## src/rtl/queue_ctrl.sv

```systemverilog
// Control block for a RAM-backed circular queue: address/strobe generation,
// registered occupancy and status flags, and the E/D pair for an external up/down counter.
module queue_ctrl #(
    parameter int AW     = 10,
    parameter int AF_LVL = (1 << AW) - 4,
    parameter int AE_LVL = 4
) (
    input  logic          clk,
    input  logic          reset_n,
    input  logic          push,
    input  logic          pop,
    input  logic          clear,
    output logic          wr_en,
    output logic [AW-1:0] wr_addr,
    output logic          rd_en,
    output logic [AW-1:0] rd_addr,
    output logic          rd_valid,
    output logic          cnt_e,
    output logic          cnt_d,
    output logic [AW:0]   count,
    output logic          full,
    output logic          empty,
    output logic          almost_full,
    output logic          almost_empty,
    output logic          overflow,
    output logic          underflow
);

    localparam logic [1:0] S_EMPTY = 2'd0;
    localparam logic [1:0] S_MID   = 2'd1;
    localparam logic [1:0] S_FULL  = 2'd2;

    localparam logic [AW:0]   DEPTH   = {1'b1, {AW{1'b0}}};
    localparam logic [AW:0]   CNT_ONE = {{AW{1'b0}}, 1'b1};
    localparam logic [AW-1:0] PTR_ONE = {{(AW-1){1'b0}}, 1'b1};
    localparam logic [AW:0]   AF_THR  = (AW+1)'(AF_LVL);
    localparam logic [AW:0]   AE_THR  = (AW+1)'(AE_LVL);

    logic [AW-1:0] r_wr_ptr;
    logic [AW-1:0] r_rd_ptr;
    logic [AW:0]   r_count;
    logic [1:0]    r_state;
    logic          r_full;
    logic          r_empty;
    logic          r_almost_full;
    logic          r_almost_empty;
    logic          r_rd_valid;
    logic          r_overflow;
    logic          r_underflow;

    logic          w_push_acc;
    logic          w_pop_acc;
    logic [AW:0]   w_count_nxt;
    logic [1:0]    w_state_nxt;
    logic          w_full_nxt;
    logic          w_empty_nxt;

    // Request acceptance; nothing is accepted while in reset or during a flush.
    always_comb begin
        w_pop_acc  = 1'b0;
        w_push_acc = 1'b0;
        if (reset_n && !clear) begin
            w_pop_acc  = pop & ~r_empty;
            // A full queue takes a push only when a pop frees a slot in the same cycle.
            w_push_acc = push & (~r_full | w_pop_acc);
        end else begin
            w_pop_acc  = 1'b0;
            w_push_acc = 1'b0;
        end
    end

    // Next occupancy: net of accepted push and pop, forced to zero by clear.
    always_comb begin
        w_count_nxt = r_count;
        if (clear) begin
            w_count_nxt = {(AW+1){1'b0}};
        end else if (w_push_acc && !w_pop_acc) begin
            w_count_nxt = r_count + CNT_ONE;
        end else if (w_pop_acc && !w_push_acc) begin
            w_count_nxt = r_count - CNT_ONE;
        end else begin
            w_count_nxt = r_count;
        end
    end

    // State follows the next occupancy; full/empty flags are decoded from it.
    always_comb begin
        w_state_nxt = S_MID;
        w_full_nxt  = 1'b0;
        w_empty_nxt = 1'b0;
        if (w_count_nxt == {(AW+1){1'b0}}) begin
            w_state_nxt = S_EMPTY;
        end else if (w_count_nxt == DEPTH) begin
            w_state_nxt = S_FULL;
        end else begin
            w_state_nxt = S_MID;
        end
        case (w_state_nxt)
            S_EMPTY: begin
                w_full_nxt  = 1'b0;
                w_empty_nxt = 1'b1;
            end
            S_FULL: begin
                w_full_nxt  = 1'b1;
                w_empty_nxt = 1'b0;
            end
            S_MID: begin
                w_full_nxt  = 1'b0;
                w_empty_nxt = 1'b0;
            end
            default: begin
                w_full_nxt  = 1'b0;
                w_empty_nxt = 1'b1;
            end
        endcase
    end

    // Pointers, occupancy, flags and one-cycle status pulses.
    always_ff @(posedge clk or negedge reset_n) begin
        if (!reset_n) begin
            r_wr_ptr       <= {AW{1'b0}};
            r_rd_ptr       <= {AW{1'b0}};
            r_count        <= {(AW+1){1'b0}};
            r_state        <= S_EMPTY;
            r_full         <= 1'b0;
            r_empty        <= 1'b1;
            r_almost_full  <= 1'b0;
            r_almost_empty <= 1'b1;
            r_rd_valid     <= 1'b0;
            r_overflow     <= 1'b0;
            r_underflow    <= 1'b0;
        end else begin
            if (clear) begin
                r_wr_ptr <= {AW{1'b0}};
                r_rd_ptr <= {AW{1'b0}};
            end else begin
                r_wr_ptr <= w_push_acc ? r_wr_ptr + PTR_ONE : r_wr_ptr;
                r_rd_ptr <= w_pop_acc  ? r_rd_ptr + PTR_ONE : r_rd_ptr;
            end
            r_count        <= w_count_nxt;
            r_state        <= w_state_nxt;
            r_full         <= w_full_nxt;
            r_empty        <= w_empty_nxt;
            r_almost_full  <= (w_count_nxt >= AF_THR);
            r_almost_empty <= (w_count_nxt <= AE_THR);
            r_rd_valid     <= w_pop_acc;
            r_overflow     <= push & ~w_push_acc & ~clear;
            r_underflow    <= pop & ~w_pop_acc & ~clear;
        end
    end

    assign wr_en        = w_push_acc;
    assign rd_en        = w_pop_acc;
    assign wr_addr      = r_wr_ptr;
    assign rd_addr      = r_rd_ptr;
    assign cnt_e        = w_push_acc ^ w_pop_acc;
    assign cnt_d        = w_pop_acc & ~w_push_acc;
    assign count        = r_count;
    assign full         = r_full;
    assign empty        = r_empty;
    assign almost_full  = r_almost_full;
    assign almost_empty = r_almost_empty;
    assign rd_valid     = r_rd_valid;
    assign overflow     = r_overflow;
    assign underflow    = r_underflow;

    queue_ctrl_chk #(.AW(AW)) u_chk (
        .clk     (clk),
        .reset_n (reset_n),
        .clear   (clear),
        .wr_en   (wr_en),
        .rd_en   (rd_en),
        .count   (r_count),
        .state   (r_state),
        .full    (r_full),
        .empty   (r_empty)
    );

endmodule

// Invariant checker for queue_ctrl: occupancy range, state/flag consistency, quiet flush.
module queue_ctrl_chk #(
    parameter int AW = 10
) (
    input logic        clk,
    input logic        reset_n,
    input logic        clear,
    input logic        wr_en,
    input logic        rd_en,
    input logic [AW:0] count,
    input logic [1:0]  state,
    input logic        full,
    input logic        empty
);

    localparam logic [1:0]  S_EMPTY = 2'd0;
    localparam logic [1:0]  S_FULL  = 2'd2;
    localparam logic [AW:0] DEPTH   = {1'b1, {AW{1'b0}}};

    a_count_range: assert property (@(posedge clk) disable iff (!reset_n)
        count <= DEPTH);
    a_full_flag: assert property (@(posedge clk) disable iff (!reset_n)
        full == (count == DEPTH));
    a_empty_flag: assert property (@(posedge clk) disable iff (!reset_n)
        empty == (count == {(AW+1){1'b0}}));
    a_state_empty: assert property (@(posedge clk) disable iff (!reset_n)
        (state == S_EMPTY) == empty);
    a_state_full: assert property (@(posedge clk) disable iff (!reset_n)
        (state == S_FULL) == full);
    a_clear_quiet: assert property (@(posedge clk) disable iff (!reset_n)
        clear |-> (!wr_en && !rd_en));

endmodule

```

## config.mk

```make
export PLATFORM = sky130hd
export DESIGN_NAME = queue_ctrl
export DESIGN_NICKNAME = d
export VERILOG_FILES = /design/src/rtl/queue_ctrl.sv
export SDC_FILE = /design/constraint.sdc
export NUM_CORES = 1
export LEC_CHECK = 0
export BUFFER_PORTS_ARGS = -buffer_cell sky130_fd_sc_hd__buf_2
export CAP_MARGIN = 5
export CORE_ASPECT_RATIO = 1.5
export CORE_MARGIN = 3
export CORE_UTILIZATION = 39
export CTS_CLUSTER_SIZE = 20
export DETAILED_ROUTE_END_ITERATION = 16
export PLACE_DENSITY_LB_ADDON = 0.2
export SLEW_MARGIN = 20
export SYNTH_ARGS = -nofsm -noshare
export SYNTH_HDL_FRONTEND = slang
export SYNTH_SLANG_ARGS = --single-unit
```

## constraint.sdc

```tcl
create_clock -name clk -period 3.7 [get_ports clk]
set_input_delay 0.555 -clock clk [delete_from_list [all_inputs] [get_ports clk]]
set_output_delay 0.555 -clock clk [all_outputs]
set_load 0.02 [all_outputs]
```

==> metrics <==
Clk Latency, worst-skew pair 280 ps; ys async rst share 1.00; kind of end point of the critical path flop; layout cells sized above 1 0.257; Slew Viols, Final 0; Flop pwr share 0.508; Starting Density 0.406; Post-Route WL ~4.5 mm; clk buf depth 2; cts hold-fix bufs 0; combinational share of power 0.199; I/O pin cnt 47; Residual DRC 0; maximum vdd drop 0.000243 V; Rel. slew slack 0.674; Tcrit/Tclk final 0.840; status finished, final reports clean; placed cells 315; Crit path required time slightly below 4000 ps; Sink Count 38; CTS Buf Count 5; # setup viols final 0; vias in the first global route 1594; Fmax between 300 and 400 MHz; Netlist Area Pre-Place between 1500 and 2000 µm²; vias per std cell 5.02; All-Layer GR Usage 0.165; cells on worst reg2reg path 11; final setup margin ~600 ps; Die X-Extent around 64 µm; 1st-iter DRT viols 87; largest stage delay on the critical path 530 ps; worst hold path type input pin to async pin; clock slew seen by the registers of the worst setup and hold paths 70 ps; Synth Flop Type dfrtp_1; Clock Skew 4.53 ps; register bit total from synthesis 38; Arrival @ worst endpoint between 3000 and 4000 ps; post-detail-place hpwl 3.48 mm; EDFF count, synth 0; mean area per synthesized cell 9.71 µm²; Antenna Nets Post-Route 0; Crit. Startpoint empty$_DFF_PN1_; routability cong. 0.855; critical path fanouts, max 4; CTS resizes 0; unrepaired setup endpoints after global routing false; initial antenna violation count 0; # diodes 0; fin nets 267; Wirelength per Cell 14.1 µm; filler cell count about 470; H-tree level count 2; post-synthesis sequential area ratio 0.484; Register Area 953 µm²; Core Rows 31; CP startpoint kind flop; die area between 5000 and 6000 µm²; root buffer cell clkbuf_8; Pint 644 µW; Layout Cells excl Fill 323; Finished Core Util 0.491; Post-Syn Instances a little over 200; P&R area growth vs syn 20.9%; 1st-pass router iterations 4; Fin. Hold Viols 0; post-synthesis net count 214; Distinct cells, synth 42; setup TNS 0 ps; Power, Total ~920 µW; Setup Buffers After CTS 0; reg2reg start empty$_DFF_PN1_; Critical-path top delay cell dfstp_2; net load switching power about 280 µW; CTS tree done; pin count of the biggest net entering global routing 38; Leakage 1.22 nW; CP Class flop to flop; Clock power frac 0.293; Worst-Margin Slew between 400 and 500 ps; CP dominant cell by count nand2b_1; number of port buffers 46; dpl ws ~350 ps; Multi-input gate area 951 µm²; Tmin final 3110 ps; Ys Warns 0; grt ovf 0; number of max-cap violations 0; Die Ht between 90 and 100 µm; switch share 0.304; first-pass GRT wire length 7.66 mm; detailed-route via count around 1600; pwr/cell area 388 nW/µm²; crit-path cells nand2b_1 > a21oi_1 > nand2b_1 > inv_1 > ha_1 > or4b_4 > nor3_1 > xnor2_1 > o22ai_1 > or4_1 > nor4_1; Core Area roughly 4800 µm²
-- layout make-up --
cell class | instances | share of cell area
clock buffer | 6 | 0.0305
clock inverter | 2 | 0.00420
inverter | 10 | 0.0158
multi-input combinational | 149 | 0.399
sequential | 38 | 0.400
tap | 66 | 0.0347
timing repair buffer | 52 | 0.116
-- worst max-delay path: cells and delay by family, from the launching register on --
family          cells  cell delay, ps
compound gates      2             210
xor+xnor            1             140
fa+ha+maj           1             220
buf+inv             1              90
flops               1             530
simple gates        6            1810
-- worst paths after layout --
check,endpoint,slack [ps]
min in group clk,underflow$_DFF_PN0_,550
max in group asynchronous,almost_empty$_DFF_PN1_,2950
hold / removal,count[4]$_DFF_PN0_,70
setup / recovery,empty$_DFF_PN1_,590
hold reg to reg,rd_addr[9]$_DFFE_PN0P_,550
setup reg to reg,empty$_DFF_PN1_,590
-- power by group through the flow --
| stage | sequential, mW | clock [mW] | combinational (mW) |
|---|---|---|---|
| after floorplan | 0.504 | 0 | 0.0917 |
| after global placement | 0.480 | 0 | 0.184 |
| after detailed placement | 0.478 | 0 | 0.186 |
| after CTS | 0.470 | 0.281 | 0.187 |
| after global routing | 0.475 | 0.299 | 0.203 |
| final | 0.470 | 0.271 | 0.184 |
-- state kept, by name, indices dropped and copies added (netlist names) --
name and cells:
wr_addr 10, overflow 1, full 1, underflow 1
empty 1, almost_full 1, almost_empty 1, count 11
rd_valid 1, rd_addr 10
-- cells by family (layout without fill, tap and decap cells) --
group           count (synthesis)  after routing  share of synthesized area
compound gates                 21             21                     0.0718
mux                             4              4                     0.0210
fa+ha+maj                       6              6                     0.0381
simple gates                   94             94                      0.245
buf+inv                        16             70                     0.0337
flops                          38             38                      0.484
xor+xnor                       24             24                      0.107
-- cells in the mapped netlist, types with 3 or more instances --
cell type | number | area, µm²
nor4_1 | 4 | 25.0
nand2_1 | 14 | 52.6
o22ai_1 | 3 | 18.8
xnor2_1 | 10 | 87.6
dfrtp_1 | 36 | 901
nand2b_1 | 4 | 25.0
a21oi_1 | 7 | 35.0
nor2_1 | 33 | 124
inv_1 | 10 | 37.5
or4_1 | 3 | 22.5
xor2_1 | 14 | 123
mux2i_1 | 3 | 30.0
or3_1 | 5 | 31.3
ha_1 | 6 | 75.1
and3_1 | 6 | 37.5
nand3_1 | 6 | 30.0
nand4_1 | 7 | 43.8
-- metal layers --
layer  wire [µm]  up-vias  track usage
li1            -      809            -
met1        1980      759        0.205
met2        2230       45        0.273
met3         219        9       0.0361
met4         112        0       0.0739
met5           0        -            0
-- placed cells by master (no fill, tap or decap), types with 2 or more instances in the layout --
master	n
a21oi_1	7
and3_1	6
buf_2	46
buf_4	6
clkbuf_8	5
clkinv_2	2
dfrtp_1	36
dfstp_2	2
ha_1	6
inv_1	10
mux2i_1	3
nand2_1	14
nand2b_1	4
nand3_1	6
nand3b_1	2
nand4_1	7
nor2_1	33
nor3_1	2
nor3b_1	2
nor4_1	4
o21ai_0	2
o22ai_1	3
or3_1	5
or4_1	3
xnor2_1	10
xor2_1	14
-- stage by stage --
| step | hold slack, ps | cell area (µm²) |
|---|---|---|
| global placement | 368 | 2300 |
| finish | 71.5 | 2380 |
| CTS | 63.0 | 2380 |
| global route | 58.4 | 2380 |
| floorplan | 259 | 1970 |
| detailed placement | 371 | 2300 |
(Power assumes the default switching activity.)
